===== src/rtl/led_sequencer_p_if.sv =====
// Control and observation bundle for the LED sequencer: run/mode/divider
// controls in, LED bank and debug strobes out.
interface led_sequencer_p_if #(
    parameter int CNT_W = 8,
    parameter int DIV_W = 16,
    parameter int LED_W = 8
);
    logic             enable;
    logic [1:0]       mode;
    logic             div_load;
    logic [DIV_W-1:0] div_value;
    logic [LED_W-1:0] leds;
    logic [CNT_W-1:0] counter_out;
    logic [1:0]       state_out;
    logic             tick;
    logic             wrap;

    modport master (
        output enable, mode, div_load, div_value,
        input  leds, counter_out, state_out, tick, wrap
    );

    modport slave (
        input  enable, mode, div_load, div_value,
        output leds, counter_out, state_out, tick, wrap
    );
endinterface


===== src/rtl/led_sequencer_p.sv =====
// LED pattern sequencer: reloadable tick divider, up/down/bounce/hold counter
// and a threshold-driven 4-state FSM whose state is shown as a thermometer.
module led_sequencer_p #(
    parameter int CNT_W      = 8,
    parameter int DIV_W      = 16,
    parameter int LED_W      = 8,
    parameter int TH_COUNT   = 50,
    parameter int TH_DISPLAY = 150,
    parameter int TH_RESET   = 200,
    parameter int TH_IDLE    = 250
) (
    input logic                 clk,
    input logic                 reset,
    led_sequencer_p_if.slave    bus
);
    localparam int PAT_W = LED_W / 2;

    localparam logic [CNT_W-1:0] CNT_MAX  = '1;
    localparam logic [CNT_W-1:0] CNT_ZERO = '0;
    localparam logic [CNT_W-1:0] CNT_ONE  = CNT_W'(1);
    localparam logic [DIV_W-1:0] DIV_ONE  = DIV_W'(1);

    localparam logic [CNT_W-1:0] TH_COUNT_C   = CNT_W'(TH_COUNT);
    localparam logic [CNT_W-1:0] TH_DISPLAY_C = CNT_W'(TH_DISPLAY);
    localparam logic [CNT_W-1:0] TH_RESET_C   = CNT_W'(TH_RESET);
    localparam logic [CNT_W-1:0] TH_IDLE_C    = CNT_W'(TH_IDLE);

    typedef enum logic [1:0] {
        IDLE     = 2'd0,
        COUNT    = 2'd1,
        DISPLAY  = 2'd2,
        RESET_ST = 2'd3
    } state_t;

    logic [DIV_W-1:0] div_cnt_reg;
    logic [DIV_W-1:0] div_limit_reg;
    logic [CNT_W-1:0] counter_reg;
    logic [CNT_W-1:0] counter_next;
    logic             dir_up_reg;
    logic             dir_up_next;
    logic             wrap_reg;
    logic             wrap_next;
    state_t           state_reg;
    logic [LED_W-1:0] leds_reg;
    logic [CNT_W-1:0] counter_out_reg;
    logic [1:0]       state_out_reg;
    logic             tick_int;
    logic [PAT_W-1:0] pattern;
    int               fill_len;

    // A load cycle restarts the divider, so it suppresses the tick.
    assign tick_int = bus.enable & ~bus.div_load & (div_cnt_reg == div_limit_reg);

    always_comb begin
        counter_next = counter_reg;
        dir_up_next  = dir_up_reg;
        wrap_next    = 1'b0;
        if (tick_int) begin
            case (bus.mode)
                2'b00: begin
                    dir_up_next  = 1'b1;
                    counter_next = counter_reg + CNT_ONE;
                    wrap_next    = (counter_reg == CNT_MAX);
                end
                2'b01: begin
                    counter_next = counter_reg - CNT_ONE;
                    wrap_next    = (counter_reg == CNT_ZERO);
                end
                2'b10: begin
                    // Reversal skips the end value so each extreme is shown once.
                    if (dir_up_reg) begin
                        if (counter_reg == CNT_MAX) begin
                            dir_up_next  = 1'b0;
                            counter_next = CNT_MAX - CNT_ONE;
                            wrap_next    = 1'b1;
                        end else begin
                            counter_next = counter_reg + CNT_ONE;
                        end
                    end else begin
                        if (counter_reg == CNT_ZERO) begin
                            dir_up_next  = 1'b1;
                            counter_next = CNT_ONE;
                            wrap_next    = 1'b1;
                        end else begin
                            counter_next = counter_reg - CNT_ONE;
                        end
                    end
                end
                default: begin
                end
            endcase
        end
    end

    assign fill_len = (32'(state_reg) + 1) * (PAT_W / 4);

    generate
        for (genvar gi = 0; gi < PAT_W; gi++) begin : g_pattern
            assign pattern[gi] = (gi < fill_len);
        end
    endgenerate

    always_ff @(posedge clk or posedge reset) begin
        if (reset) begin
            div_cnt_reg     <= '0;
            div_limit_reg   <= '1;
            counter_reg     <= '0;
            dir_up_reg      <= 1'b1;
            wrap_reg        <= 1'b0;
            state_reg       <= IDLE;
            leds_reg        <= '0;
            counter_out_reg <= '0;
            state_out_reg   <= 2'd0;
        end else begin
            if (bus.div_load) begin
                div_limit_reg <= bus.div_value;
                div_cnt_reg   <= '0;
            end else if (tick_int) begin
                div_cnt_reg <= '0;
            end else if (bus.enable) begin
                div_cnt_reg <= div_cnt_reg + DIV_ONE;
            end

            counter_reg <= counter_next;
            dir_up_reg  <= dir_up_next;
            wrap_reg    <= wrap_next;

            if (bus.enable) begin
                if (wrap_reg) begin
                    state_reg <= IDLE;
                end else begin
                    case (state_reg)
                        IDLE:     if (counter_reg > TH_COUNT_C)   state_reg <= COUNT;
                        COUNT:    if (counter_reg > TH_DISPLAY_C) state_reg <= DISPLAY;
                        DISPLAY:  if (counter_reg > TH_RESET_C)   state_reg <= RESET_ST;
                        RESET_ST: if (counter_reg > TH_IDLE_C)    state_reg <= IDLE;
                        default:                                  state_reg <= IDLE;
                    endcase
                end
            end

            // Display copies keep refreshing even while the core is frozen.
            leds_reg        <= {pattern, counter_reg[PAT_W-1:0]};
            counter_out_reg <= counter_reg;
            state_out_reg   <= state_reg;
        end
    end

    assign bus.tick        = tick_int;
    assign bus.wrap        = wrap_reg;
    assign bus.leds        = leds_reg;
    assign bus.counter_out = counter_out_reg;
    assign bus.state_out   = state_out_reg;

endmodule


===== src/flat_wrapper.sv =====
// flat-port wrapper written by rule: the top's interface ports become plain ports
module led_sequencer_p_flat 
#(
    parameter int CNT_W      = 8,
    parameter int DIV_W      = 16,
    parameter int LED_W      = 8,
    parameter int TH_COUNT   = 50,
    parameter int TH_DISPLAY = 150,
    parameter int TH_RESET   = 200,
    parameter int TH_IDLE    = 250
)
  (clk, reset, bus_enable, bus_mode, bus_div_load, bus_div_value, bus_leds, bus_counter_out, bus_state_out, bus_tick, bus_wrap);
  led_sequencer_p_if #(.CNT_W(CNT_W), .DIV_W(DIV_W), .LED_W(LED_W)) bus_i ();
  input logic clk;
  input logic reset;
  input wire logic [$bits(bus_i.enable)-1:0] bus_enable;
  input wire logic [$bits(bus_i.mode)-1:0] bus_mode;
  input wire logic [$bits(bus_i.div_load)-1:0] bus_div_load;
  input wire logic [$bits(bus_i.div_value)-1:0] bus_div_value;
  output wire logic [$bits(bus_i.leds)-1:0] bus_leds;
  output wire logic [$bits(bus_i.counter_out)-1:0] bus_counter_out;
  output wire logic [$bits(bus_i.state_out)-1:0] bus_state_out;
  output wire logic [$bits(bus_i.tick)-1:0] bus_tick;
  output wire logic [$bits(bus_i.wrap)-1:0] bus_wrap;
  assign bus_i.enable = bus_enable;
  assign bus_i.mode = bus_mode;
  assign bus_i.div_load = bus_div_load;
  assign bus_i.div_value = bus_div_value;
  assign bus_leds = bus_i.leds;
  assign bus_counter_out = bus_i.counter_out;
  assign bus_state_out = bus_i.state_out;
  assign bus_tick = bus_i.tick;
  assign bus_wrap = bus_i.wrap;
  led_sequencer_p #(.CNT_W(CNT_W), .DIV_W(DIV_W), .LED_W(LED_W), .TH_COUNT(TH_COUNT), .TH_DISPLAY(TH_DISPLAY), .TH_RESET(TH_RESET), .TH_IDLE(TH_IDLE)) u_core (.clk(clk), .reset(reset), .bus(bus_i));
endmodule

===== config.mk =====
export PLATFORM = sky130hd
export DESIGN_NAME = led_sequencer_p_flat
export DESIGN_NICKNAME = d
export VERILOG_FILES = /design/src/rtl/led_sequencer_p_if.sv /design/src/rtl/led_sequencer_p.sv /design/src/flat_wrapper.sv
export SDC_FILE = /design/constraint.sdc
export NUM_CORES = 1
export LEC_CHECK = 0
export ABC_AREA = 0
export BUFFER_PORTS_ARGS = -buffer_cell sky130_fd_sc_hd__buf_4
export CAP_MARGIN = 20
export CELL_PAD_IN_SITES_DETAIL_PLACEMENT = 1
export CELL_PAD_IN_SITES_GLOBAL_PLACEMENT = 1
export CORE_MARGIN = 2
export CORE_UTILIZATION = 35
export DETAILED_ROUTE_END_ITERATION = 6
export GPL_TIMING_DRIVEN = 0
export HOLD_SLACK_MARGIN = 0.1
export PLACE_DENSITY = 0.78
export SYNTH_ARGS = -nofsm -noshare
export SYNTH_HDL_FRONTEND = slang
export SYNTH_SLANG_ARGS = --single-unit

===== constraint.sdc =====
create_clock -name clk -period 2.32 [get_ports clk]
set_clock_uncertainty 0.2 [all_clocks]
set_input_delay 0.232 -clock clk [delete_from_list [all_inputs] [get_ports clk]]
set_output_delay 0.232 -clock clk [all_outputs]
set_load 0.01 [all_outputs]

==> metrics <==
run status finished, violations left; failing checks setup timing; Power Density 502.7 mW/mm^2; RSZ-0062 raised after global routing yes; Worst-Margin Slew 0.6489 ns; IO Count 42; Max Root-Sink Buffers 2; Layout fillers 1096; Chip Height 105.3 um; vias 3386; Post-route DRC 0; Synth top cells by count dfrtp_1, nand2_1, xnor2_1, nor2_1; CTS H-Tree Depth 3; Max IR drop VDD 209.2 uV; Setup-failing EPs final 13; vias in the first global route roughly 3600; Final Hold Vio Count 0; Post-Route WL 12090 um; CP Data Required Time 2.36 ns; buffers added on ports 41; Sink Count 58; mux contribution to synthesized area 5.645%; Worst-Skew Late Latency ~0.36 ns; post-synthesis compound-gate area fraction between 15 and 20%; r2r worst-path depth 6; largest net degree at the start of global routing 43; Top delay family on crit path simple AND/OR/NAND/NOR gates; number of cells after detailed placement roughly 540; Ys Warns 0; FF+latch count, synth 58; crit start category flop; TritonCTS clock tree yes; largest family of logic cells by synthesized area simple AND/OR/NAND/NOR gates; Register Area ~0.0015 sq mm; FF-to-FF Start u_core.div_limit_reg[6]; overall power 2.437 mW; Leak around 2.0 nW; Netlist cell types 62; post-DR vias/cell 5.759; grt ovf 0; Initial DRT Pass Iterations 5; Mapped Area between 0.003 and 0.004 sq mm; Starting Density 36.40%; first-pass GRT wire length 18770 um; half-perimeter wire length after placement 7558 um; CP Buf/Inv Count 1; Max Cap Violations 0; post-route insts no fill around 600; Top FF cell, synth dfrtp_1; layout cell share with drive strength beyond 1 34.95%; Worst Path Max Fanout 6; critical path endpoint category flop; Area contributors post-synth dfrtp_1, dfstp_2, mux2_2; placeable core region 0.009864 sq mm; row count 36; slowest stage delay, CP around 0.56 ns; Synth Net Count 404; fin crit period 2.418 ns; CP Cell Sequence xnor2_2 -> nand4_1 -> nor4_4 -> buf_4 -> nor3b_4 -> mux2_4; CP max stage cell dfstp_2; root cell of the clock tree clkbuf_8; Final #Nets 486; Antenna diodes 0; Async S/R FF share, synth 100.0%; Antenna Nets Post-Route 0; DRT iter0 DRCs ~280; die width roughly 110 um; reg-to-reg slack, setup -0.1 ns; die footprint 0.01109 sq mm; most frequent cell after synthesis dfrtp_1; area leader, netlist dfrtp_1; xor-xnor portion of the synthesized cell area 5.122%; WS Path Type reg -> reg; antenna violations before repair 0; Tcrit/Tclk final 104.2%; Fmax approximately 410 MHz; simple-gate share of the synthesized area 20.87%; post-synthesis adder-cell area fraction 4.878%; CP arrival 2.46 ns; worst setup margin -0.09781 ns; worst hold path class in -> async; CTS buffer count 9; Synth top area share 28.57%; area occupied by multi-input gates 0.002151 sq mm; total track usage 21.50%; Worst-path clk slew 0.08 ns; Mean Syn Cell Area 9.758 sq um; area grow syn2layout 34.98%; Slew HR 56.74%; routed length per instance 20.57 um; GP Congestion 0.8973; Mapped Cells about 370; sequential fraction of the synthesis area 41.01%; reg2reg end u_core.counter_reg[1]; Slew Viols, Final 0; Post-synth EDFFs 0
-- report_power, final --
part / internal [mW] / switching [mW]
clock: 0.549 / 0.453
sequential: 1.08 / 0.0555
combinational: 0.154 / 0.150
total: 1.78 / 0.658
-- worst register-to-register path: cells and delay by family (launching register included) --
| family | cells | cell delay, ns |
|---|---|---|
| mux | 1 | 0.33 |
| simple gates | 3 | 0.86 |
| flops | 1 | 0.56 |
| buf+inv | 1 | 0.22 |
| xor+xnor | 1 | 0.13 |
-- worst max path at each step --
stage                                   from                     to  cells past startpoint
floorplan              u_core.counter_reg[0]    u_core.state_reg[0]                      8
global placement       u_core.counter_reg[0]  u_core.counter_reg[2]                      7
detailed placement     u_core.counter_reg[0]  u_core.counter_reg[2]                      7
CTS                 u_core.div_limit_reg[14]               bus_tick                      6
global route         u_core.div_limit_reg[4]               bus_tick                      6
finish               u_core.div_limit_reg[6]  u_core.counter_reg[1]                      6
-- final cells by class --
cell class	count	area share, %
buffer	23	2.917
clock buffer	11	3.123
clock inverter	5	1.084
inverter	17	1.368
multi-input combinational	267	44.37
sequential	58	30.54
tap	133	3.433
timing repair buffer	74	13.16
-- layout by cell type (no fill, tap or decap), types with 9 or more instances in the layout --
cell,n
buf_4,59
clkbuf_8,11
dfstp_2,17
dlygate4sd3_1,18
nand4_1,13
mux2_2,17
nor3_1,13
nand3_1,9
ha_1,12
inv_1,14
xnor2_1,12
nand2_1,30
nor2_1,18
dfrtp_1,35
-- kinds of logic (layout without fill, tap and decap cells) --
group,Yosys count,count (layout)
simple gates,131,131
compound gates,83,83
flops,58,58
buf+inv,43,130
xor+xnor,21,21
mux,18,18
fa+ha+maj,14,14
-- through the flow --
stage	hold slack (ns)	instance area, sq um	TNS [ns]	worst slack [ns]	utilization [%]
after floorplan	0.1338	3591	0	0.07765	-
after global placement	0.1710	4065	-17.05	-0.5003	41.21
after detailed placement	0.05130	4085	-5.713	-0.5261	41.41
after CTS	0.1875	4629	-0.07355	-0.05816	46.93
after global routing	0.2453	4847	-1.550	-0.1504	49.14
final	0.2244	4847	-0.5108	-0.09781	49.14
-- routing by layer --
metal / vias up / wire [um] / GRT usage [%]
met3: 43 / 809 / 4.824
met2: 141 / 5789 / 33.87
met1: 1671 / 5079 / 28.07
met4: 0 / 414 / 9.905
li1: 1531 / - / -
met5: - / 0 / 0
-- what timing repair did --
| item | CTS | global route |
|---|---|---|
| setup buffers | 9 | 4 |
| cloned | 0 | 1 |
| endpoints found under the hold margin | 67 | 0 |
| resized for setup | 25 | 43 |
| endpoints found under the setup margin | 26 | 23 |
| pin swaps | 7 | 11 |
| hold buffers | 18 | 0 |
Power figures use the tool's default switching activity.
